$ cat src/rtl/alu_decode_issue.sv
// alu_decode_issue: ID-stage decoder for 32-bit MIPS instructions.
// Decodes the opcode into ALU-control fields (ALUop, func, operand selects and
// the extended immediate). The result is registered into an ID/EX pipeline
// register that supports stall, flush/bubble insertion and an issue counter.
//
// Optional feature macro: ILLEGAL_OPCODE_TRAP_EN
//   defined     : a live illegal opcode is replaced by a bubble and sets the
//                 sticky o_illegal flag.
//   not defined : an illegal opcode issues as ALUop 1111 and o_illegal is 0.
module alu_decode_issue #(
  parameter int CNT_W = 16
) (
  input  logic             i_clk,
  input  logic             i_reset,
  input  logic [31:0]      i_instr,
  input  logic             i_valid,
  input  logic             i_stall,
  input  logic             i_flush,
  output logic             o_ready,
  output logic             o_valid,
  output logic [3:0]       o_ALUop,
  output logic [5:0]       o_func,
  output logic             o_shamt_sel,
  output logic [4:0]       o_shamt,
  output logic             o_imm_sel,
  output logic [31:0]      o_imm,
  output logic             o_illegal,
  output logic [CNT_W-1:0] o_issue_cnt
);

`ifdef ILLEGAL_OPCODE_TRAP_EN
  localparam logic TRAP_EN = 1'b1;
`else
  localparam logic TRAP_EN = 1'b0;
`endif

  logic [5:0]       opcode_s;
  logic [31:0]      sext_s;
  logic [31:0]      zext_s;
  logic [3:0]       alu_op_s;
  logic [5:0]       func_s;
  logic             shamt_sel_s;
  logic             imm_sel_s;
  logic [31:0]      imm_s;
  logic             illegal_s;
  logic             trap_s;
  logic             load_s;
  logic             unused_s;

  logic             valid_r;
  logic [3:0]       alu_op_r;
  logic [5:0]       func_r;
  logic             shamt_sel_r;
  logic [4:0]       shamt_r;
  logic             imm_sel_r;
  logic [31:0]      imm_r;
  logic [CNT_W-1:0] cnt_r;

  assign opcode_s = i_instr[31:26];
  assign sext_s   = {{16{i_instr[15]}}, i_instr[15:0]};
  assign zext_s   = {16'h0000, i_instr[15:0]};
  // Register fields rs/rt are consumed by the register file, not by this block.
  assign unused_s = ^i_instr[25:16];

  // A live illegal opcode is only trapped when the feature is built in.
  assign trap_s = TRAP_EN & i_valid & illegal_s;
  // A normal load happens when neither flush nor stall holds the register.
  assign load_s = ~i_flush & ~i_stall;

  // Opcode decode into ALU-control fields; unknown opcodes fall to illegal.
  always_comb begin
    alu_op_s    = 4'b1111;
    func_s      = 6'b111111;
    shamt_sel_s = 1'b0;
    imm_sel_s   = 1'b0;
    imm_s       = sext_s;
    illegal_s   = 1'b1;
    case (opcode_s)
      6'b000000: begin
        alu_op_s  = 4'b0000;
        func_s    = i_instr[5:0];
        illegal_s = 1'b0;
        case (i_instr[5:0])
          6'b000000, 6'b000010, 6'b000011: shamt_sel_s = 1'b1;
          default:                         shamt_sel_s = 1'b0;
        endcase
      end
      6'b100000, 6'b100001, 6'b100011, 6'b100100, 6'b100101,
      6'b101000, 6'b101001, 6'b101011: begin
        alu_op_s  = 4'b0001;
        imm_sel_s = 1'b1;
        illegal_s = 1'b0;
      end
      6'b001000, 6'b001001: begin
        alu_op_s  = 4'b0010;
        imm_sel_s = 1'b1;
        illegal_s = 1'b0;
      end
      6'b001100: begin
        alu_op_s  = 4'b0011;
        imm_sel_s = 1'b1;
        imm_s     = zext_s;
        illegal_s = 1'b0;
      end
      6'b001101: begin
        alu_op_s  = 4'b0100;
        imm_sel_s = 1'b1;
        imm_s     = zext_s;
        illegal_s = 1'b0;
      end
      6'b001110: begin
        alu_op_s  = 4'b0101;
        imm_sel_s = 1'b1;
        imm_s     = zext_s;
        illegal_s = 1'b0;
      end
      6'b001010: begin
        alu_op_s  = 4'b0110;
        imm_sel_s = 1'b1;
        illegal_s = 1'b0;
      end
      default: begin
        alu_op_s  = 4'b1111;
        illegal_s = 1'b1;
      end
    endcase
  end

  // ID/EX register: flush beats stall, stall holds, otherwise load the decode.
  always_ff @(posedge i_clk or posedge i_reset) begin
    if (i_reset) begin
      valid_r     <= 1'b0;
      alu_op_r    <= 4'b0000;
      func_r      <= 6'b000000;
      shamt_sel_r <= 1'b0;
      shamt_r     <= 5'd0;
      imm_sel_r   <= 1'b0;
      imm_r       <= 32'h0000_0000;
      cnt_r       <= {CNT_W{1'b0}};
    end else if (i_flush || (load_s && trap_s)) begin
      valid_r     <= 1'b0;
      alu_op_r    <= 4'b0000;
      func_r      <= 6'b000000;
      shamt_sel_r <= 1'b0;
      shamt_r     <= 5'd0;
      imm_sel_r   <= 1'b0;
      imm_r       <= 32'h0000_0000;
    end else if (i_stall) begin
      valid_r     <= valid_r;
    end else begin
      valid_r     <= i_valid;
      alu_op_r    <= alu_op_s;
      func_r      <= func_s;
      shamt_sel_r <= shamt_sel_s;
      shamt_r     <= i_instr[10:6];
      imm_sel_r   <= imm_sel_s;
      imm_r       <= imm_s;
      if (i_valid) begin
        cnt_r <= cnt_r + {{(CNT_W-1){1'b0}}, 1'b1};
      end else begin
        cnt_r <= cnt_r;
      end
    end
  end

`ifdef ILLEGAL_OPCODE_TRAP_EN
  logic illegal_r;

  // Sticky trap flag: set on the edge a live illegal opcode is trapped.
  always_ff @(posedge i_clk or posedge i_reset) begin
    if (i_reset) begin
      illegal_r <= 1'b0;
    end else if (load_s && trap_s) begin
      illegal_r <= 1'b1;
    end else begin
      illegal_r <= illegal_r;
    end
  end

  assign o_illegal = illegal_r;
`else
  assign o_illegal = 1'b0;
`endif

  assign o_ready     = ~i_stall;
  assign o_valid     = valid_r;
  assign o_ALUop     = alu_op_r;
  assign o_func      = func_r;
  assign o_shamt_sel = shamt_sel_r;
  assign o_shamt     = shamt_r;
  assign o_imm_sel   = imm_sel_r;
  assign o_imm       = imm_r;
  assign o_issue_cnt = cnt_r;

endmodule
$ cat config.mk
export PLATFORM = sky130hd
export DESIGN_NAME = alu_decode_issue
export DESIGN_NICKNAME = d
export VERILOG_FILES = /design/src/rtl/alu_decode_issue.sv
export SDC_FILE = /design/constraint.sdc
export NUM_CORES = 1
export LEC_CHECK = 0
export ABC_AREA = 1
export CAP_MARGIN = 20
export CORE_MARGIN = 2
export CORE_UTILIZATION = 35
export DETAILED_ROUTE_END_ITERATION = 6
export HOLD_SLACK_MARGIN = 0.02
export PLACE_DENSITY = 0.69
export SLEW_MARGIN = 20
export SYNTH_ARGS = -nofsm -noshare
export SYNTH_HDL_FRONTEND = slang
export SYNTH_SLANG_ARGS = --single-unit
$ cat constraint.sdc
create_clock -name i_clk -period 2.9 [get_ports i_clk]
set_clock_uncertainty 0.15 [all_clocks]
set_input_delay 0.58 -clock i_clk [delete_from_list [all_inputs] [get_ports i_clk]]
set_output_delay 0.58 -clock i_clk [all_outputs]
set_load 0.01 [all_outputs]
==> key figures <==
Run status
  – Status: complete, no violations

Clock tree
  – TritonCTS Buffers: 5
  – # H-tree levels: 2
  – CTS Hold Buffers Added: 0
  – Clock sink count: between 40 and 50
  – Cts repair resizes: 0
  – Post-CTS Setup Inserts: 0
  – Clock Latency Late Sink: just under 0.3 ns
  – Clock transition at path regs: approximately 0.08 ns
  – Clk buf depth: 2
  – CTS root buf: clkbuf_8
  – CTS tree: built

Logic synthesis
  – Yosys reg bits: 46
  – Mapped Avg Cell Area: approximately 8.7 µm²
  – Mapped cell area: about 2400 µm²
  – Syn_nets: between 300 and 400
  – Cells after synthesis: 275
  – Ys Warns: 0
  – Post-synth cell types: 31
  – Register area share after synthesis: 0.4837

Global routing
  – First-pass GRT wire length: 9.232 mm
  – Largest net degree at the start of global routing: 29
  – Vias in the first global route: 1991
  – Aggregate global routing overflow: 0
  – All-Layer GR Usage: 0.1547
  – Initial antenna violation count: 0

Worst setup path
  – Required time of the critical path: between 2 and 2.5 ns
  – Depth of the worst register-to-register path: 6
  – Crit Reg-Reg Startpoint: o_issue_cnt[1]
  – Cell family with most CP delay: buffers and inverters
  – Crit-path cells: clkdlybuf4s50_1 -> inv_1 -> clkdlybuf4s50_1
  – R2R Setup Slk: around 1.5 ns
  – CP max stage cell: clkdlybuf4s50_1
  – FF-to-FF End: o_issue_cnt[10]
  – Critical path origin: i_stall
  – Worst Setup End Kind: output pin
  – Crit path DAT: around 1.7 ns
  – Cell mode on critical path: clkdlybuf4s50_1
  – Worst setup path end: o_ready
  – Setup CP Type: in -> out
  – CP Depth: 3
  – Crit-path max FO: 3
  – Worst setup SP type: primary input
  – CP peak stage delay: between 0.5 and 0.6 ns
  – CP bufs+invs: 3

Finish
  – Final core occ: 0.5007
  – Layout cells sized above 1: 0.08807
  – Fillers: about 640
  – Ant diodes: 0
  – Number of nets in the layout: 389
  – Post-route cell area: 3346 µm²
  – Synth-to-Final Area Change: 40.59%

Floorplanning
  – Die X: between 80 and 90 µm
  – Ports: approximately 110
  – Num rows: 30
  – Die area: 7475 µm²
  – Initial Util: 0.3562
  – Die Y: 86.46 µm
  – Core ar.: roughly 6700 µm²

STA
  – Final setup fails: 0
  – Fmax: 0.4158 GHz
  – Fin Setup TNS: 0 ns
  – Fin crit period: about 2.4 ns
  – Tcrit/Tclk final: 0.8292
  – Final Max Slew Viols: 0
  – Worst Tran Pin Value: about 0.6 ns
  – Slew headroom: 0.6086
  – RSZ-0062 raised after global routing: no
  – Post-route setup slack: 0.4952 ns
  – Final-report hold violation count: 0

Routing
  – Wirelength, routed: around 5.4 mm
  – DRC: 0
  – Via count: a little over 2000
  – Drt via density: between 4 and 5
  – Initial DRC count: slightly below 90
  – Avg WL per Cell: 12.45 µm
  – DRT antenna net count: 0
  – First drt pass iteration count: 4

Power and ir drop
  – Maximum VDD drop: between 150 and 200 µV
  – Leak pwr: roughly 1.5 nW
  – Cell Pwr Density: ~470 nW/µm²

Run
  – Max-Cap Viols: 0

Placed design
  – GPL Wtd Cong: ~0.79
  – PortBufs: slightly above 90
  – Setup WS pre-CTS: ~0.49 ns
  – Post-placement cell area: 3254 µm²
  – Post-DP HPWL: ~4 mm

Hold path
  – Hold WC Path Type: reg -> reg
==> cells in the final DEF, fill, tap and decap left out, types with 7 or more instances in the layout <==
cell type	n
clkdlybuf4s50_1	93
a22o_1	9
inv_1	31
nand4_1	7
o21ai_0	13
nand3_1	11
nand2_1	77
dfrtp_1	46
nor2_1	14
==> tightest hold or removal path: stages, from the launching register on <==
cell and delay (ns):
dfrtp_1 0.35, nand2_1 0.05, nand2_1 0.05
==> synth_stat cells, drive strengths merged <==
cell    number  area [µm²]
nand2       82       325.3
nand3b       2       15.01
or2          1       6.260
o21ai       16       87.58
nand3       13       82.58
xor2         2       17.52
xnor2        4       35.03
inv         32       120.1
o31ai        1       7.510
buf         25       183.9
nor2        22       131.4
o211ai       6       45.04
conb         1       3.750
dfrtp       46        1151
ha           1       12.51
a22o         9       78.83
a21oi        1       5.000
clkbuf       2       7.510
nor3         2       20.02
nand4        7       43.79
==> metrics by stage <==
stage	hold slack [ns]	power [mW]	instances
4_1_cts	0.3355	1.611	432
3_3_place_gp	0.3054	1.198	424
3_5_place_dp	0.3151	1.205	424
5_1_grt	0.3759	1.690	432
6_report	0.3276	1.587	432
2_1_floorplan	0.3586	0.9815	275
==> logic make-up (layout without fill, tap and decap cells) <==
logic type	after synthesis	count (layout)	share of synthesized area
compound gates	33	33	0.09411
xor+xnor	6	6	0.02208
fa+ha+maj	1	1	0.005257
buf+inv	59	136	0.1309
flops	46	46	0.4837
other cells	1	1	0.001576
simple gates	129	129	0.2624
==> cell type report <==
cell class	instances	area, µm²	share of cell area
clock buffer	7	86.33	0.02580
clock inverter	1	5.005	0.001496
inverter	32	120.1	0.03590
multi-input combinational	170	917.1	0.2741
sequential	46	1151	0.3441
tap	80	100.1	0.02992
timing repair buffer	96	965.9	0.2887
==> power by group <==
group	switching (mW)	total, mW	leakage [nW]	internal [mW]
sequential	0.0732	0.777	0.600	0.704
clock	0.208	0.400	0.0482	0.193
combinational	0.190	0.410	0.897	0.220
total	0.471	1.59	1.55	1.12
==> registers in the layout, summed over array words and instances (netlist names) <==
signal	count
o_issue_cnt	16
o_valid	1
o_ALUop	4
o_func	6
o_shamt_sel	1
o_imm	13
o_shamt	4
o_imm_sel	1
==> how the worst min path moves through the flow <==
stage	from	end	slack [ns]	cells after the start
after floorplan	o_imm[15]	o_imm[15]	0.36	2
after global placement	o_valid	o_valid	0.31	2
after detailed placement	o_imm[15]	o_imm[15]	0.32	2
after CTS	o_imm[15]	o_imm[15]	0.34	2
after global routing	o_imm[1]	o_imm[1]	0.38	2
final	o_imm[15]	o_imm[15]	0.33	2
==> layer usage <==
layer,part of all wire,vias to the layer above,track usage
met5,0,-,0
met4,0.0078,0,0.03409
met3,0.077,5,0.05238
met2,0.47,76,0.2573
met1,0.44,950,0.1959
li1,-,1003,-
Note: power is estimated with default switching activity, not from simulation.
